## config.mk

```make
export PLATFORM = sky130hd
export DESIGN_NAME = systolic_tile_sequencer_flat
export DESIGN_NICKNAME = d
export VERILOG_FILES = /design/src/rtl/systolic_tile_sequencer_if.sv /design/src/rtl/systolic_tile_sequencer.sv /design/src/flat_wrapper.sv
export SDC_FILE = /design/constraint.sdc
export NUM_CORES = 1
export LEC_CHECK = 0
export BUFFER_PORTS_ARGS = -buffer_cell sky130_fd_sc_hd__buf_2
export CAP_MARGIN = 20
export CORE_UTILIZATION = 55
export DETAILED_ROUTE_END_ITERATION = 8
export PLACE_DENSITY = 0.82
export SYNTH_ARGS = -nofsm -noshare
export SYNTH_HDL_FRONTEND = slang
export SYNTH_SLANG_ARGS = --single-unit
```

## constraint.sdc

```tcl
create_clock -name clk -period 4.68 [get_ports clk]
set_input_delay 0.468 -clock clk [delete_from_list [all_inputs] [get_ports clk]]
set_output_delay 0.468 -clock clk [all_outputs]
set_load 0.005 [all_outputs]
```

## src/rtl/systolic_tile_sequencer_if.sv

```systemverilog
// Control bundle between host/command logic, the tile sequencer and the operand feed path.
interface systolic_tile_sequencer_if #(
  parameter int N       = 16,
  parameter int K_WIDTH = 16
);
  logic               start;
  logic [K_WIDTH-1:0] k_len;
  logic               abort;
  logic               feed_ready;
  logic               busy;
  logic               accum_reset;
  logic               rd_en;
  logic [K_WIDTH-1:0] rd_addr;
  logic [N-1:0]       row_valid;
  logic [N-1:0]       col_valid;
  logic               done;

  modport master (
    output start, k_len, abort, feed_ready,
    input  busy, accum_reset, rd_en, rd_addr, row_valid, col_valid, done
  );

  modport slave (
    input  start, k_len, abort, feed_ready,
    output busy, accum_reset, rd_en, rd_addr, row_valid, col_valid, done
  );
endinterface

```

## src/rtl/systolic_tile_sequencer.sv

```systemverilog
// Sequences one output tile: clear, K skewed operand reads, drain, done. done arrives
// k_len + 2N + 1 cycles after start plus one cycle per feed_ready stall.
module systolic_tile_sequencer #(
  parameter int N       = 16,
  parameter int K_WIDTH = 16
) (
  input logic clk,
  input logic rst,
  systolic_tile_sequencer_if.slave ctl
);
  localparam int DW = $clog2(2 * N);
  localparam logic [DW-1:0] DRAIN_LAST = DW'(2 * N - 2);

  typedef enum logic [2:0] {IDLE, CLEAR, FEED, DRAIN, DONE} state_t;

  state_t             state;
  logic [K_WIDTH-1:0] k_lat;
  logic [K_WIDTH-1:0] issue_cnt;
  logic [DW-1:0]      drain_cnt;
  logic [N-1:0]       skew;
  logic               busy_r;
  logic               accum_reset_r;
  logic               done_r;
  logic               rd_en_c;

  // Read strobe follows buffer readiness combinationally so a stall costs no extra cycle.
  assign rd_en_c = (state == FEED) && ctl.feed_ready;

  always_ff @(posedge clk) begin
    if (rst) begin
      state         <= IDLE;
      k_lat         <= '0;
      issue_cnt     <= '0;
      drain_cnt     <= '0;
      skew          <= '0;
      busy_r        <= 1'b0;
      accum_reset_r <= 1'b0;
      done_r        <= 1'b0;
    end else if (ctl.abort && (state != IDLE)) begin
      state         <= IDLE;
      skew          <= '0;
      busy_r        <= 1'b0;
      accum_reset_r <= 1'b0;
      done_r        <= 1'b0;
    end else begin
      // Bit i is the read strobe delayed 1+i cycles: one-cycle buffer latency plus diagonal skew.
      skew          <= {skew[N-2:0], rd_en_c};
      accum_reset_r <= 1'b0;
      done_r        <= 1'b0;
      case (state)
        IDLE: begin
          if (ctl.start && (ctl.k_len != '0)) begin
            k_lat         <= ctl.k_len;
            issue_cnt     <= '0;
            drain_cnt     <= '0;
            busy_r        <= 1'b1;
            accum_reset_r <= 1'b1;
            state         <= CLEAR;
          end
        end
        CLEAR: state <= FEED;
        FEED: begin
          if (rd_en_c) begin
            issue_cnt <= issue_cnt + K_WIDTH'(1);
            if (issue_cnt == k_lat - K_WIDTH'(1)) begin
              state <= DRAIN;
            end
          end
        end
        DRAIN: begin
          if (drain_cnt == DRAIN_LAST) begin
            done_r <= 1'b1;
            state  <= DONE;
          end else begin
            drain_cnt <= drain_cnt + DW'(1);
          end
        end
        DONE: begin
          busy_r <= 1'b0;
          state  <= IDLE;
        end
        default: state <= IDLE;
      endcase
    end
  end

  assign ctl.busy        = busy_r;
  assign ctl.accum_reset = accum_reset_r;
  assign ctl.rd_en       = rd_en_c;
  assign ctl.rd_addr     = issue_cnt;
  assign ctl.row_valid   = skew;
  assign ctl.col_valid   = skew;
  assign ctl.done        = done_r;
endmodule

```

## src/flat_wrapper.sv

```systemverilog
// flat-port wrapper written by rule: the top's interface ports become plain ports
module systolic_tile_sequencer_flat 
#(
  parameter int N       = 16,
  parameter int K_WIDTH = 16
)
  (clk, rst, ctl_start, ctl_k_len, ctl_abort, ctl_feed_ready, ctl_busy, ctl_accum_reset, ctl_rd_en, ctl_rd_addr, ctl_row_valid, ctl_col_valid, ctl_done);
  systolic_tile_sequencer_if #(.N(N), .K_WIDTH(K_WIDTH)) ctl_i ();
  input logic clk;
  input logic rst;
  input wire logic [$bits(ctl_i.start)-1:0] ctl_start;
  input wire logic [$bits(ctl_i.k_len)-1:0] ctl_k_len;
  input wire logic [$bits(ctl_i.abort)-1:0] ctl_abort;
  input wire logic [$bits(ctl_i.feed_ready)-1:0] ctl_feed_ready;
  output wire logic [$bits(ctl_i.busy)-1:0] ctl_busy;
  output wire logic [$bits(ctl_i.accum_reset)-1:0] ctl_accum_reset;
  output wire logic [$bits(ctl_i.rd_en)-1:0] ctl_rd_en;
  output wire logic [$bits(ctl_i.rd_addr)-1:0] ctl_rd_addr;
  output wire logic [$bits(ctl_i.row_valid)-1:0] ctl_row_valid;
  output wire logic [$bits(ctl_i.col_valid)-1:0] ctl_col_valid;
  output wire logic [$bits(ctl_i.done)-1:0] ctl_done;
  assign ctl_i.start = ctl_start;
  assign ctl_i.k_len = ctl_k_len;
  assign ctl_i.abort = ctl_abort;
  assign ctl_i.feed_ready = ctl_feed_ready;
  assign ctl_busy = ctl_i.busy;
  assign ctl_accum_reset = ctl_i.accum_reset;
  assign ctl_rd_en = ctl_i.rd_en;
  assign ctl_rd_addr = ctl_i.rd_addr;
  assign ctl_row_valid = ctl_i.row_valid;
  assign ctl_col_valid = ctl_i.col_valid;
  assign ctl_done = ctl_i.done;
  systolic_tile_sequencer #(.N(N), .K_WIDTH(K_WIDTH)) u_core (.clk(clk), .rst(rst), .ctl(ctl_i));
endmodule
```

**Yosys cells after proc, flatten, opt, wreduce, memory -nomap -nowiden**

Cells that the tools add are included.

- Bits in registers: 59
- Input port bits: 21
- Output and inout bits: 52
- Logic and storage cells: 57

- $add $sub $neg: 3
- Equal/unequal tests: 11
- Mux-type cells: 15
- Bitwise operators: 3
- Reductions and logical operators: 17

Operators with widths:

| kind | count |
|---|---|
| $mux W16 | 2 |
| $pmux W16 S2 | 1 |
| $add A16 B1 Y16 const B | 1 |
| $eq A16 B16 Y1 | 1 |
| $reduce_bool A16 Y1 | 1 |
| $sub A16 B1 Y16 const B | 1 |
| $mux W3 | 4 |
| $pmux W3 S4 | 1 |
| $reduce_and A4 Y1 | 3 |
| $mux W5 | 2 |
| $pmux W5 S2 | 1 |
| $eq A3 B2 Y1 const B | 2 |
| $ne A2 B2 Y1 const B | 3 |
| $reduce_bool A2 Y1 | 3 |
| $reduce_or A3 Y1 | 2 |
| $add A5 B1 Y5 const B | 1 |
| $eq A5 B5 Y1 const B | 1 |
| $ne A2 B1 Y1 const B | 2 |
| $eq A3 B1 Y1 const B | 1 |
| $eq A3 B3 Y1 const B | 1 |
| $logic_and A1 B1 Y1 | 3 |
| $logic_not A3 Y1 | 1 |
| $mux W1 | 3 |
| $not A1 Y1 | 3 |
| other kinds (5) | 5 |

**Depth between registers and ports, before layout**

- Depth after elaboration: 5
- Depth in mapped cells: 8
- Mapped depth without buffers: 8

**Worst setup path after synthesis**

OpenSTA, ideal clock, no wires.

- Path type: input to register
- Start point: input port ctl_k_len[7]
- End point: register u_core.drain_cnt[4]
- Setup time: 0.118 ns
- Data arrival time: 2.042 ns
- Required time: 4.562 ns
- Path slack: 2.520 ns
- Cell stages on the path: 7
- Path buffers: 1
- Path through: or4_4 -> o41ai_4 -> nor2_2 -> buf_6 -> o2111ai_2 -> xor2_1 -> nor2_1

- Cells in the longest elaborated chain, start to end: 4

RTL lines:

| element | RTL line | RTL |
|---|---|---|
| from (decl) | flat_wrapper.sv:12 | `input wire logic [$bits(ctl_i.k_len)-1:0] ctl_k_len;` |
| $reduce_bool A16 Y1 | systolic_tile_sequencer.sv:52 | `if (ctl.start && (ctl.k_len != '0)) begin` |
| $logic_and A1 B1 Y1 | systolic_tile_sequencer.sv:52 |  |
| $ne A2 B1 Y1 (no line) | - |  |
| $reduce_and A4 Y1 (no line) | - |  |
| to (signal assigned) | systolic_tile_sequencer.sv:75 | `drain_cnt <= drain_cnt + DW'(1);` |
| to (decl) | systolic_tile_sequencer.sv:19 | `logic [DW-1:0] drain_cnt;` |

Every way passes these cells.
A chain may end at the register's enable or synchronous reset.

**Final worst setup path**

- Start point: register u_core.k_lat[0]
- End point: register u_core.state[0]

- Cells in the longest elaborated chain, start to end: 4

RTL lines:

| element | RTL line | RTL |
|---|---|---|
| from (decl) | systolic_tile_sequencer.sv:17 | `logic [K_WIDTH-1:0] k_lat;` |
| from (signal assigned) | systolic_tile_sequencer.sv:53 | `k_lat <= ctl.k_len;` |
| $sub A16 B1 Y16 | systolic_tile_sequencer.sv:65 | `if (issue_cnt == k_lat - K_WIDTH'(1)) begin` |
| $eq A16 B16 Y1 | systolic_tile_sequencer.sv:65 |  |
| $ne A2 B2 Y1 (no line) | - |  |
| $reduce_and A4 Y1 (no line) | - |  |
| to (signal assigned) | systolic_tile_sequencer.sv:61 | `CLEAR: state <= FEED;` |
| to (signal assigned) | systolic_tile_sequencer.sv:66 | `state <= DRAIN;` |
| to (signal assigned) | systolic_tile_sequencer.sv:73 | `state <= DONE;` |
| to (decl) | systolic_tile_sequencer.sv:16 | `state_t state;` |

Every way passes these cells.

==> results_dict.tcl <==
set metrics [dict create \
    cts.path.max_buffers 2 \
    path_class "reg2reg" \
    clock_tree.root_cell "clkbuf_8" \
    syn_nets 364 \
    drv_cap 0 \
    seqPwrFrac_pct 40.9 \
    ys_types 52 \
    worstSetupStartpointType "register" \
    r2r-start "u_core.k_lat[0]" \
    seq_area_frac_synth_pct 40.0 \
    clock_latency_ns 0.34 \
    synthArstFlopShare_pct 0 \
    max_stage_delay_ns 0.60 \
    path_delay_family "simple AND/OR/NAND/NOR gates" \
    required_ns 4.95 \
    seqCellArea_um2 1180 \
    hold_ws_ns 0.375 \
    finalSetupViolCount 0 \
    vdd.ir_drop.worst_v 0.000284 \
    dp.cells 451 \
    busiest_layer "met2" \
    crit_chain "inv_1 -> ha_1 -> nor3b_1 -> and3_1 -> nand3_1 -> a221oi_1 -> o2111ai_1 -> a31oi_1" \
    pre_cts_ws_ns 1.92 \
    cp_slowest_cell "nor3b_1" \
    internal_power_w 0.000990 \
    crit_arrival_ns 2.82 \
    powerDensity_nw_per_um2 410 \
    start_util_pct 57.5 \
    switchingPower_w 0.000418 \
    p_leak_nw 1.53 \
    dr.pass1.iters 4 \
    p_clk_share_pct 37.3 \
    cts_hold_buf 0 \
    netlist_instances 339 \
    ant_nets 0 \
    crit_buf_inv 1 \
    worst-path-stages 8 \
    drt_iter0_drc 140 \
    syn_avg_cell_area_um2 8.72 \
    synth_edf_count 0 \
    min_path_type "in2reg" \
    cts_tree "done" \
    syn_to_final_growth_pct 16.1 \
    final.setup.tns_ns 0 \
    chipHeight_um 75.3 \
    cts-htree-levels 3 \
    final_common_cell "buf_2" \
    vias 2534 \
    num_io_pins 73 \
    slew_headroom_pct 46.6 \
    tightest_slew_ns 0.794 \
    met3_usage_pct 7.28 \
    post_cts_resized 0 \
    fin_crit_sh_pct 54.5 \
    post_cts_buffers 0 \
    grt_use_total_pct 23.8 \
    clock.fmax_ghz 0.392 \
    finalWorstSetupSlack_ns 2.13 \
    row_count 26 \
    routabilityCongestion 0.869 \
    cp_max_fo 6 \
    grt_overflow 0 \
    r2r-end "u_core.state[0]" \
    final_cells 467 \
    drc_errors 0 \
    numPortBuffers 72 \
    synthFlopType "dfxtp_1" \
    r2r_cells 8 \
    clk_pin_slew_ns 0.07 \
    comb_power_share_pct 21.8 \
    wl_per_cell_um 13.4 \
    clock-sinks 59 \
    die-area_um2 5670 \
    fill_cells 452 \
    antenna_found_initial 0 \
    diodes 0 \
    grt_pass1_wl_mm 10.0 \
    ys_ff_latch 59 \
    final_cell_mix "buf_2 (72), dfxtp_1 (59), nand2_1 (45)" \
    ys_warn_count 0 \
    routed_wirelength_mm 6.25 \
    syn_area_um2 2960 \
    rsz0062_at_grt "false" \
    multiInputGateArea_um2 1550 \
    outcome "finished clean" \
    grt_use_met1_pct 31.3 \
    finClkSkew_ns 0.00767 \
    nets 417 \
    crit_path_start "u_core.k_lat[0]" \
    die_x_um 75.3 \
    final-hold-violation-count 0 \
    p_sw_share_pct 29.7 \
    hpwl_mm 4.65 \
    cts_made_buffers 9 \
    crit_end "u_core.state[0]" \
    fin_crit_ns 2.55 \
    drive_above_1_share_pct 26.2 \
    regToRegSetupSlack_ns 2.13 \
    grtUsageMet2_pct 37.0 \
    report.final.slew_viol_count 0 \
    grt_pass1_vias 2149 \
    utilization_pct 66.8 \
    core_um2 5140 \
    endpoint_kind "register" \
    grt_max_degree 23 \
    via_per_inst 5.43 \
]
## sequential cells by signal, indices dropped and copies added (netlist names)
| register | flops |
|---|---|
| u_core.ctl.col_valid | 16 |
| u_core.ctl.rd_addr | 16 |
| u_core.k_lat | 16 |
| u_core.state | 3 |
| u_core.drain_cnt | 5 |
| u_core.ctl.busy | 1 |
| u_core.ctl.done | 1 |
| u_core.ctl.accum_reset | 1 |
## cells by family (layout without fill, tap and decap cells)
logic type	Yosys count	in the layout	synth area share (%)
buffers and inverters	36	94	7.49
xor gates and xnor gates	36	36	10.7
and+or+nand+nor	149	149	26.9
muxes	2	2	0.720
DFF	59	59	40.0
AOI/OAI and AO/OA	53	53	12.6
adders and majority gates	4	4	1.69
## layer usage
metal	vias up	share of wire (%)	wire (um)
li1	1270	-	-
met1	1167	46	2860
met2	88	47	2910
met3	9	6.5	408
met4	0	1.0	65
met5	-	0	0
## tightest hold or removal path: cells and delay by family
kind / cells / cell delay [ns]
compound gates: 1 / 0.05
buf+inv: 1 / 0.10
simple gates: 1 / 0.05
## final cells by class
type / instances / share of cell area (%)
Sequential cell: 59 / 34.4
Inverter: 6 / 0.656
Clock inverter: 4 / 2.11
Clock buffer: 12 / 4.52
Tap cell: 70 / 2.55
Timing Repair Buffer: 72 / 10.5
Multi-Input combinational cell: 244 / 45.2
## how the worst min path moves through the flow
| stage | start | endpoint | slack (ns) | cells after the start |
|---|---|---|---|---|
| 2_1_floorplan | u_core.k_lat[15] | u_core.k_lat[15] | 0.45 | 2 |
| 3_3_place_gp | u_core.ctl.col_valid[14] | u_core.ctl.col_valid[15] | 0.45 | 1 |
| 3_5_place_dp | u_core.ctl.col_valid[14] | u_core.ctl.col_valid[15] | 0.46 | 1 |
| 4_1_cts | ctl_k_len[13] | u_core.k_lat[13] | 0.37 | 3 |
| 5_1_grt | ctl_k_len[8] | u_core.k_lat[8] | 0.37 | 3 |
| 6_report | ctl_k_len[2] | u_core.k_lat[2] | 0.37 | 3 |
## per-stage QoR
stage / total power [W] / cell area, um^2
after floorplan: 0.000823 / 2960
after CTS: 0.00141 / 3430
after detailed placement: 0.000891 / 3200
final: 0.00141 / 3430
after global routing: 0.00147 / 3430
after global placement: 0.000879 / 3200
## synthesized netlist by cell type, types with 4 or more instances
cell type,number,area (um^2)
dfxtp_1,59,1180
nand2_1,45,169
nor2_1,31,116
xor2_1,25,219
a21oi_1,24,120
buf_4,16,120
and2_1,15,93.8
xnor2_1,11,96.3
clkbuf_1,8,30.0
nand4_1,8,50.1
nor3_1,7,35.0
nor4_1,7,43.8
inv_1,6,22.5
or3_1,6,37.5
and3_1,5,31.3
nand3_1,5,25.0
o21ai_0,5,25.0
ha_1,4,50.1
## power by group through the flow
| stage | combinational [W] | clock, W | sequential (W) |
|---|---|---|---|
| global placement | 0.000296 | 0 | 0.000583 |
| global route | 0.000339 | 0.000554 | 0.000582 |
| finish | 0.000306 | 0.000525 | 0.000576 |
| floorplan | 0.000252 | 0 | 0.000571 |
| detailed placement | 0.000304 | 0 | 0.000586 |
| CTS | 0.000305 | 0.000528 | 0.000575 |
No activity file was read; power rests on OpenSTA's default activity.
